===== src/rtl/uart_rx_if.sv =====
// uart_rx_if: serial line, frame configuration and received-byte outputs of the UART receiver.
interface uart_rx_if #(
    parameter int DATA_WIDTH  = 8,
    parameter int PRESC_WIDTH = 6
);
    logic                   rx_in;
    logic [PRESC_WIDTH-1:0] prescale;
    logic                   par_en;
    logic                   par_typ;
    logic [DATA_WIDTH-1:0]  p_data;
    logic                   data_valid;
    logic                   par_err;
    logic                   stp_err;

    modport master (
        output rx_in, prescale, par_en, par_typ,
        input  p_data, data_valid, par_err, stp_err
    );

    modport slave (
        input  rx_in, prescale, par_en, par_typ,
        output p_data, data_valid, par_err, stp_err
    );
endinterface


===== src/rtl/uart_rx.sv =====
// uart_rx: oversampling UART receiver with 3-sample majority vote, optional parity and stop check.
module uart_rx #(
    parameter int DATA_WIDTH  = 8,
    parameter int PRESC_WIDTH = 6
) (
    input logic     clk,
    input logic     rst_n,
    uart_rx_if.slave bus
);
    localparam int BW = $clog2(DATA_WIDTH + 2);

    typedef enum logic [2:0] {IDLE, START, DATA, PARITY, STOP} state_t;

    state_t                 state;
    logic [PRESC_WIDTH-1:0] edge_cnt;
    logic [BW-1:0]          bit_cnt;
    logic [PRESC_WIDTH-1:0] p_lat;
    logic                   par_en_l;
    logic                   par_typ_l;
    logic [2:0]             samp;
    logic [DATA_WIDTH-1:0]  shift;
    logic                   par_bad;
    logic [PRESC_WIDTH-1:0] p_in;
    logic [PRESC_WIDTH-1:0] half;
    logic                   last;
    logic                   decide;
    logic                   maj;
    logic                   exp_par;
    logic                   good;

    // Unsupported ratios fall back to 8x oversampling.
    assign p_in    = (bus.prescale == PRESC_WIDTH'(16) || bus.prescale == PRESC_WIDTH'(32)) ?
                     bus.prescale : PRESC_WIDTH'(8);
    assign half    = p_lat >> 1;
    assign last    = edge_cnt == p_lat - PRESC_WIDTH'(1);
    assign decide  = edge_cnt == half + PRESC_WIDTH'(2);
    assign maj     = (samp[0] & samp[1]) | (samp[0] & samp[2]) | (samp[1] & samp[2]);
    assign exp_par = ^shift ^ par_typ_l;
    assign good    = maj && !par_bad;

    always_ff @(posedge clk or negedge rst_n) begin
        if (!rst_n) begin
            state          <= IDLE;
            edge_cnt       <= '0;
            bit_cnt        <= '0;
            p_lat          <= PRESC_WIDTH'(8);
            par_en_l       <= 1'b0;
            par_typ_l      <= 1'b0;
            samp           <= '0;
            shift          <= '0;
            par_bad        <= 1'b0;
            bus.p_data     <= '0;
            bus.data_valid <= 1'b0;
            bus.par_err    <= 1'b0;
            bus.stp_err    <= 1'b0;
        end else begin
            bus.data_valid <= 1'b0;
            bus.par_err    <= 1'b0;
            bus.stp_err    <= 1'b0;
            if (state != IDLE) begin
                edge_cnt <= last ? '0 : edge_cnt + PRESC_WIDTH'(1);
                bit_cnt  <= last ? bit_cnt + BW'(1) : bit_cnt;
                if (edge_cnt == half - PRESC_WIDTH'(1)) samp[0] <= bus.rx_in;
                if (edge_cnt == half) samp[1] <= bus.rx_in;
                if (edge_cnt == half + PRESC_WIDTH'(1)) samp[2] <= bus.rx_in;
            end
            case (state)
                IDLE: if (!bus.rx_in) begin
                    state     <= START;
                    edge_cnt  <= PRESC_WIDTH'(1);
                    bit_cnt   <= '0;
                    p_lat     <= p_in;
                    par_en_l  <= bus.par_en;
                    par_typ_l <= bus.par_typ;
                    par_bad   <= 1'b0;
                end
                START: if (decide && maj) state <= IDLE;
                       else if (last) state <= DATA;
                DATA: begin
                    if (decide) shift <= {maj, shift[DATA_WIDTH-1:1]};
                    if (last && bit_cnt == BW'(DATA_WIDTH)) state <= par_en_l ? PARITY : STOP;
                end
                PARITY: begin
                    if (decide) par_bad <= maj != exp_par;
                    if (last) state <= STOP;
                end
                STOP: if (decide) begin
                    // Leave before the wrap so a back-to-back start bit is caught.
                    state          <= IDLE;
                    bus.data_valid <= good;
                    bus.par_err    <= par_bad;
                    bus.stp_err    <= !maj;
                    bus.p_data     <= good ? shift : bus.p_data;
                end
                default: state <= IDLE;
            endcase
        end
    end
endmodule


===== src/flat_wrapper.sv =====
// flat-port wrapper written by rule: the top's interface ports become plain ports
module uart_rx_flat 
#(
    parameter int DATA_WIDTH  = 8,
    parameter int PRESC_WIDTH = 6
)
  (clk, rst_n, bus_rx_in, bus_prescale, bus_par_en, bus_par_typ, bus_p_data, bus_data_valid, bus_par_err, bus_stp_err);
  uart_rx_if #(.DATA_WIDTH(DATA_WIDTH), .PRESC_WIDTH(PRESC_WIDTH)) bus_i ();
  input logic clk;
  input logic rst_n;
  input wire logic [$bits(bus_i.rx_in)-1:0] bus_rx_in;
  input wire logic [$bits(bus_i.prescale)-1:0] bus_prescale;
  input wire logic [$bits(bus_i.par_en)-1:0] bus_par_en;
  input wire logic [$bits(bus_i.par_typ)-1:0] bus_par_typ;
  output wire logic [$bits(bus_i.p_data)-1:0] bus_p_data;
  output wire logic [$bits(bus_i.data_valid)-1:0] bus_data_valid;
  output wire logic [$bits(bus_i.par_err)-1:0] bus_par_err;
  output wire logic [$bits(bus_i.stp_err)-1:0] bus_stp_err;
  assign bus_i.rx_in = bus_rx_in;
  assign bus_i.prescale = bus_prescale;
  assign bus_i.par_en = bus_par_en;
  assign bus_i.par_typ = bus_par_typ;
  assign bus_p_data = bus_i.p_data;
  assign bus_data_valid = bus_i.data_valid;
  assign bus_par_err = bus_i.par_err;
  assign bus_stp_err = bus_i.stp_err;
  uart_rx #(.DATA_WIDTH(DATA_WIDTH), .PRESC_WIDTH(PRESC_WIDTH)) u_core (.clk(clk), .rst_n(rst_n), .bus(bus_i));
endmodule

===== config.mk =====
export PLATFORM = sky130hd
export DESIGN_NAME = uart_rx_flat
export DESIGN_NICKNAME = d
export VERILOG_FILES = /design/src/rtl/uart_rx_if.sv /design/src/rtl/uart_rx.sv /design/src/flat_wrapper.sv
export SDC_FILE = /design/constraint.sdc
export NUM_CORES = 1
export LEC_CHECK = 0
export CAP_MARGIN = 20
export CORE_ASPECT_RATIO = 1.2
export CORE_MARGIN = 2
export CORE_UTILIZATION = 40
export CTS_CLUSTER_DIAMETER = 100
export CTS_CLUSTER_SIZE = 40
export DETAILED_ROUTE_END_ITERATION = 16
export PLACE_DENSITY = 0.61
export SYNTH_ARGS = -nofsm -noshare
export SYNTH_HDL_FRONTEND = slang
export SYNTH_SLANG_ARGS = --single-unit

===== constraint.sdc =====
create_clock -name clk -period 8.9 [get_ports clk]
set_clock_uncertainty 0.2 [all_clocks]
set_input_delay 1.78 -clock clk [delete_from_list [all_inputs] [get_ports clk]]
set_output_delay 1.78 -clock clk [all_outputs]
set_load 0.01 [all_outputs]

After elaboration in Yosys (flattened, before gate mapping). Index checks and enable logic that the tools add are counted.

Register bits: 44. Bits of input ports: 11. Output and inout bits: 11.

Add/sub/neg operators: 6. Equal/unequal tests: 19. Mux-type cells: 26. Bitwise logic cells: 7. Reductions and logical operators: 18.

Operators by type and width (number): $mux 6 (5); $eq 6x6->1 (4); $mux 3 (7); $mux 4 (4); $pmux 3 s5 (1); $reduce_and 2->1 (5); $mux 1 (8); $ne 2x1->1 const B (4); $reduce_xor 8->1 (1); $add 5x1->6 const B (1); $add 5x2->6 const B (1); $add 6x1->6 const B (1); $eq 3x2->1 const B (2); $eq 6x5->1 (1); $eq 6x5->1 const B (1); $eq 6x6->1 const B (1); $reduce_and 3->1 (2); $sub 5x1->6 const B (1); $sub 6x1->6 const B (1); $reduce_and 5->1 (1); $add 4x1->4 const B (1); $eq 4x4->1 const B (1); $and 1x1->1 (3); $eq 3x1->1 const B (1); other kinds (14) (18).

Logic depth before layout (Yosys ltp). Gate-level depths: netlist of run 1.

Depth in word-level cells: 6. Gate-level depth with buffers: 9. Mapped depth without buffers: 8.

Worst setup path before layout of run 1. No wires, ideal clock.

Path kind: input -> register. From: in bus_rx_in. To: reg u_core.state[0]. Data arrival time: 2965 ps. Slack: 5656 ps. Stages on the path: 6. Path buffers: 1. Cell sequence: clkbuf_1 > nor2_1 > o311ai_0 > nor2_1 > nor4_1 > a2bb2oi_1.

Cells in the longest elaborated chain, start to end: 2.

RTL lines: start, declared (RTL line flat_wrapper.sv:11) `input wire logic [$bits(bus_i.rx_in)-1:0] bus_rx_in;`; $ne 2x2->1 (no line); $reduce_and 5->1 (no line); end signal, assigned (RTL line uart_rx.sv:81) `if (last && bit_cnt == BW'(DATA_WIDTH)) state <= par_en_l ? PARITY : STOP;`; end, declared (RTL line uart_rx.sv:14) `state_t state;`.

Every way passes these cells. A chain may end at the register's enable or synchronous reset.

Worst setup path in the final report of run 1. Same ends and word-level chain as after synthesis.

==> metrics.md, run 1 <==
| Metric | Value |
|---|---|
| Status | `finished clean` |
| Async SR Flop Fraction | `1.000` |
| Starting Density | `0.4123` |
| Grt ovf | `0` |
| # DRC | `0` |
| Cells after Synth | `260` |
| CTS Hold Bufs | `0` |
| Fin nets | `approximately 290` |
| Worst EP arrival | `3500 ps` |
| CTS buffer count | `5` |
| Synth-to-layout area growth | `14.21%` |
| Clock transition at path regs | `80 ps` |
| Yosys warning count | `0` |
| Slowest-stage cell, CP | `clkdlybuf4s50_1` |
| Share of cells above drive strength 1 | `0.1392` |
| Port bufs | `21` |
| CTS tree | `yes` |
| Area of the die | `7272 sq um` |
| Worst-path fanout max | `9` |
| Max incr delay on CP | `slightly above 600 ps` |
| Fin Setup TNS | `0 ps` |
| DIE WIDTH | `between 70 and 80 um` |
| Most common cell in the synthesized netlist | `dfrtp_1` |
| WL per Instance | `14.79 um` |
| CP Launch Type | `input pin` |
| Required time worst endpoint | `around 8900 ps` |
| First-pass GRT wire length | `9.411 mm` |
| Number of synthesized flops with an enable pin | `0` |
| Pleak | `roughly 1.3 nW` |
| Setup Fix Bufs, Post-CTS | `0` |
| Die Ht | `just over 90 um` |
| Distinct cells, synth | `48` |
| CTS Buffer Depth | `2` |
| Worst Tran Pin Value | `roughly 800 ps` |
| CORE AREA | `6406 sq um` |
| Critical path class | `in2reg` |
| Flop and latch count out of synthesis | `44` |
| Critical Path Sink Type | `flip-flop` |
| Clock sinks | `44` |
| Synth top area cells | `dfrtp_1, mux2_2, xnor2_1, ha_1, xor2_1` |
| Post-synthesis sequential area ratio | `0.4173` |
| GRT Overall Usage | `0.1623` |
| CTS resizes | `0` |
| Io pins | `22` |
| GPL Wtd Cong | `roughly 0.87` |
| Number of global-route vias before repair | `1959` |
| Power per cell area | `263.4 nW/um^2` |
| Final Hold Vio Count | `0` |
| Post-synthesis net count | `281` |
| FMAX | `between 200 and 300 MHz` |
| Synth Area per Inst | `10.16 sq um` |
| Min Tclk post-route | `3480 ps` |
| DP Worst Slack | `between 5000 and 6000 ps` |
| Max-cap violations | `0` |
| Initial antenna violation count | `0` |
| Largest net degree at the start of global routing | `45` |
| HP Class | `reg2reg` |
| Ys flop type | `dfrtp_1` |
| RSZ-0062 raised after global routing | `false` |
| # setup viols final | `0` |
| Starting DRT DRC Count | `71` |
| Via density per instance | `5.299` |
| Routed Antenna Nets | `0` |
| Most used cell, CP | `nor2_1` |
| Antenna cells | `0` |
| Drt pass-1 iters | `4` |
| Max-slew violation count | `0` |
| Root Driver | `clkbuf_8` |
| Core Rows | `32` |
| Detailed Route WL | `5.296 mm` |
| Clock Latency Late Sink | `just under 300 ps` |
| Synth area leader | `dfrtp_1` |
| Mapped Area | `2641 sq um` |
| H-tree depth | `2` |
| Worst path cell trace | `clkdlybuf4s50_1, nor2_1, o311ai_0, nor2_1, nor4_1, a2bb2oi_1` |
| Fin crit share | `0.3910` |
| Rel. slew slack | `0.4668` |
| Via count | `1897` |
| Synth top area share | `0.4074` |
| Setup ws final | `about 5400 ps` |
| Post-synth top cells | `dfrtp_1, mux2_2, xnor2_1` |
| Max VDD drop | `approximately 0.00013 V` |
| DP HPWL | `3.835 mm` |
[where the power goes]
part,switching (mW),internal (mW)
Combinational,0.169,0.143
Clock,0.0703,0.0918
Sequential,0.0772,0.243
[layer usage]
layer / vias to the layer above / wire, um / part of all wire / GRT usage
li1: 929 / - / - / -
met1: 933 / 2407 / 0.45 / 0.2134
met2: 31 / 2747 / 0.52 / 0.2766
met4: 0 / 38 / 0.0072 / 0.05409
met5: - / 0 / 0 / 0
met3: 4 / 103 / 0.019 / 0.02124
[worst paths after layout]
path | startpoint | end | slack (ps) | depth (start not counted)
max | bus_rx_in | u_core.state[0] | 5420 | 6
min | u_core.bus.p_data[5] | u_core.bus.p_data[5] | 310 | 1
max reg2reg | u_core.p_lat[3] | u_core.bus.p_data[3] | 5770 | 7
min reg2reg | u_core.bus.p_data[5] | u_core.bus.p_data[5] | 310 | 1
max in group asynchronous | rst_n | u_core.p_lat[3] | 6650 | 2
min in group asynchronous | rst_n | u_core.edge_cnt[2] | 1270 | 1
[state kept, by name, summed over array words and instances, names as in the netlist]
register,flops
u_core.state,3
u_core.p_lat,6
u_core.bit_cnt,4
u_core.par_en_l,1
u_core.edge_cnt,6
u_core.bus.data_valid,1
u_core.par_bad,1
u_core.bus.stp_err,1
u_core.shift,8
u_core.bus.p_data,8
u_core.par_typ_l,1
u_core.bus.par_err,1
u_core.samp,3
[metrics by stage]
| stage | total power, mW | instance area [sq um] | hold WS (ps) | util | cells |
|---|---|---|---|---|---|
| after floorplan | 0.5679 | 2641 | 260.9 | - | 260 |
| after global placement | 0.6298 | 2868 | 291.4 | 0.4477 | 349 |
| after detailed placement | 0.6361 | 2868 | 294.6 | 0.4477 | 349 |
| after CTS | 0.8020 | 2989 | 315.8 | 0.4666 | 357 |
| after global routing | 0.8593 | 3017 | 327.8 | 0.4709 | 358 |
| final | 0.7946 | 3017 | 311.5 | 0.4709 | 358 |
[layout by cell type (no fill, tap or decap), types with 2 or more instances in the layout]
cell	count
a22o_1	2
mux2_2	21
dfrtp_1	43
xnor2_1	20
nand4_1	4
inv_1	11
clkdlybuf4s50_1	20
ha_1	10
o21ai_0	6
and3_1	2
nor3_1	12
clkbuf_8	6
or3_1	3
o31ai_1	2
o311ai_0	4
o21a_1	2
mux2i_1	2
xor2_1	14
or4_1	2
nand3_1	10
nand2b_1	2
nor4_1	4
nor2_1	18
a211oi_1	2
nor2b_1	4
and2_1	2
a21oi_1	4
a21boi_0	2
nor4_4	2
nand2_1	19
[final cells by class]
class | count | area [sq um]
fillers | 628 | 3390
clock inverters | 2 | 38.79
multi-input cells | 188 | 1413
well taps | 85 | 106.4
repair buffers | 22 | 232.7
flip-flops and latches | 44 | 1102
inverters | 11 | 41.29
clock buffers | 6 | 82.58
[critical path, delay by kind of cell]
family / cells / cell delay, ps
AO/OA/AOI/OAI: 2 / 590
buffers and inverters: 1 / 620
AND/OR/NAND/NOR: 3 / 500
[kinds of logic after synthesis]
group,synth area share
simple gates,0.1814
flops,0.4173
xor+xnor,0.1127
compound gates,0.09237
buf+inv,0.04784
mux,0.09711
fa+ha+maj,0.05116
No activity file was read; power rests on OpenSTA's default activity.
==> run 2: changes to the inputs <==
Clock period 8.9 ns to 3.45 ns, I/O delays scaled along.
==> run 2 against run 1 <==
Compared with the run above: first-iteration DRC count grew 9.9%; die area did not move; sequential share of layout area fell by 0.11 points; global-route usage is 0.32 points lower; setup slack got worse by 5000 ps; largest power group is now combinational cells; highest routed layer unchanged.
==> metrics.md, run 2 (synthesized netlist as in run 1, its figures left out) <==
| Metric | Value |
|---|---|
| Largest regs | `u_core.bus.p_data (8), u_core.shift (8) (unchanged)` |
| Starting Density | `0.4123 (unchanged)` |
| # DRC | `0 (unchanged)` |
| Reg2reg start | `u_core.p_lat[3] (unchanged)` |
| GRT Overall Usage | `0.1591 (was 0.1623)` |
| CP startpoint | `u_core.p_lat[3] (was bus_rx_in)` |
| Critical path class | `reg2reg (was in2reg)` |
| Required time worst endpoint | `3440 ps (was 8920 ps)` |
| CTS resizes | `0 (unchanged)` |
| Worst Setup EP | `u_core.bus.p_data[7] (was u_core.state[0])` |
| RSZ-0062 raised after global routing | `false (unchanged)` |
| CP delay by family, top | `simple AND/OR/NAND/NOR gates (was buffers and inverters)` |
| Rel. slew slack | `0.4840 (was 0.4668)` |
| Critical Path Sink Type | `flip-flop (unchanged)` |
| Antenna cells | `0 (unchanged)` |
| Commonest non-fill, non-tap cell in the layout | `dfrtp_1 (unchanged)` |
| CORE AREA | `6406 sq um (unchanged)` |
| Fin nets | `296 (was 293)` |
| Non-filler cells, final | `361 (was 358)` |
| Worst EP arrival | `2980 ps (was 3500 ps)` |
| Port bufs | `21 (unchanged)` |
| Largest net degree at the start of global routing | `45 (unchanged)` |
| Detailed Route WL | `5.351 mm (was 5.296 mm)` |
| Fin Setup TNS | `0 ps (unchanged)` |
| Min Tclk post-route | `around 3000 ps` |
| Clock sinks | `44 (unchanged)` |
| WP depth | `7 (was 6)` |
| DIE WIDTH | `78.18 um (unchanged)` |
| Io pins | `22 (unchanged)` |
| CP Launch Type | `flip-flop (was input pin)` |
| Fin crit share | `0.8662` |
| Core Rows | `32 (unchanged)` |
| Max incr delay on CP | `650 ps (was 620 ps)` |
| FF-to-FF path depth | `7 (unchanged)` |
| Share of cells above drive strength 1 | `0.1486 (was 0.1392)` |
| Register area | `1102 sq um (unchanged)` |
| HP Class | `in2async (was reg2reg)` |
| Fin util | `0.4723 (was 0.4709)` |
| Reg2Reg Setup Slack | `460 ps (was 5770 ps)` |
| Dpl cells | `352 (was 349)` |
| FMAX | `334.6 MHz` |
| Filler cells | `637 (was 628)` |
| DP HPWL | `3.877 mm (was 3.835 mm)` |
| Starting DRT DRC Count | `78 (was 71)` |
| Most frequent cells in the layout | `dfrtp_1, mux2_2, xnor2_1, clkdlybuf4s50_1, nand2_1 (unchanged)` |
| First-pass GRT wire length | `9.080 mm (was 9.411 mm)` |
| Routed Antenna Nets | `0 (unchanged)` |
| Die Ht | `93.02 um (unchanged)` |
| Grt ovf | `0 (unchanged)` |
| CTS tree | `yes (unchanged)` |
| Initial antenna violation count | `0 (unchanged)` |
| Status | `finished clean (unchanged)` |
| Multi-input combinational cell area | `1413 sq um (unchanged)` |
| Final Hold Vio Count | `0 (unchanged)` |
| Buf/Inv on CP | `1 (unchanged)` |
| WHS | `77.64 ps (was 311.5 ps)` |
| Area of the die | `7272 sq um (unchanged)` |
| Drt pass-1 iters | `4 (unchanged)` |
| Slowest-stage cell, CP | `dfstp_2 (was clkdlybuf4s50_1)` |
| Pleak | `1.283 nW (was 1.278 nW)` |
| Max VDD drop | `0.0002992 V (was 0.0001313 V)` |
| CTS Buffer Depth | `2 (unchanged)` |
| H-tree depth | `2 (unchanged)` |
| Root Driver | `clkbuf_8 (unchanged)` |
| # setup viols final | `0 (unchanged)` |
| Via count | `1911 (was 1897)` |
| Final instance area | `3025 sq um (was 3017 sq um)` |
| CTS Hold Bufs | `0 (unchanged)` |
| Number of global-route vias before repair | `1917 (was 1959)` |
| GPL Wtd Cong | `0.8766 (was 0.8683)` |
| Placed inst area | `2890 sq um (was 2868 sq um)` |
| FF-to-FF End | `u_core.bus.p_data[7] (was u_core.bus.p_data[3])` |
| Setup Fix Bufs, Post-CTS | `0 (unchanged)` |
| Max-cap violations | `0 (unchanged)` |
| Via density per instance | `5.294 (was 5.299)` |
| Worst Tran Pin Value | `768.1 ps (was 796.8 ps)` |
| Worst-path fanout max | `11 (was 9)` |
| Clock transition at path regs | `90 ps (was 80 ps)` |
| Clock Latency Late Sink | `300 ps (was 290 ps)` |
| Power per cell area | `677.3 nW/um^2 (was 263.4 nW/um^2)` |
| CTS buffer count | `5 (unchanged)` |
| Max-slew violation count | `0 (unchanged)` |
| Worst path cell trace | `inv_1, ha_1, xor2_1, nor3_1, o211ai_4, nor4_4, mux2_2 (was clkdlybuf4s50_1, nor2_1, o311ai_0, nor2_1, nor4_1, a2bb2oi_1)` |
| WL per Instance | `14.82 um (was 14.79 um)` |
| Synth-to-layout area growth | `14.54% (was 14.21%)` |
[run 2: worst register-to-register path, stage by stage (launching register included)]
cell      delay (ps)
dfstp_2          650
inv_1            110
ha_1             290
xor2_1           150
nor3_1           320
o211ai_4         200
nor4_4           570
mux2_2           400
[run 2: worst min path at each step]
stage	to	slack (ps)
CTS	u_core.par_en_l	310
global route	u_core.bit_cnt[0]	90
finish	u_core.bit_cnt[0]	80
detailed placement	u_core.par_en_l	290
global placement	u_core.par_en_l	290
floorplan	u_core.bit_cnt[0]	190
[run 2: metrics by stage]
step / setup slack (ps) / total power, mW
floorplan: 636.5 / 1.465
global placement: 478.8 / 1.633
CTS: 431.4 / 2.065
detailed placement: 428.3 / 1.649
finish: 461.4 / 2.049
global route: 262.6 / 2.212
[run 2: final cells by class]
class                           instances  share of cell area
Timing Repair Buffer                   25             0.08189
Tap cell                               85             0.03515
Multi-Input combinational cell        188              0.4669
Sequential cell                        44              0.3644
Clock inverter                          3             0.01530
Clock buffer                            5             0.02275
Inverter                               11             0.01365
[run 2: routing by layer]
metal	global-route usage	up-vias	share of wire
met4	0.06579	0	0.028
met3	0.02317	10	0.025
met5	0	-	0
met1	0.1894	939	0.43
met2	0.2859	30	0.52
li1	-	932	-
[run 2: power by group]
| part | total (mW) | switching, mW | internal [mW] |
|---|---|---|---|
| combinational | 0.843 | 0.462 | 0.381 |
| sequential | 0.802 | 0.176 | 0.626 |
| clock | 0.404 | 0.185 | 0.218 |
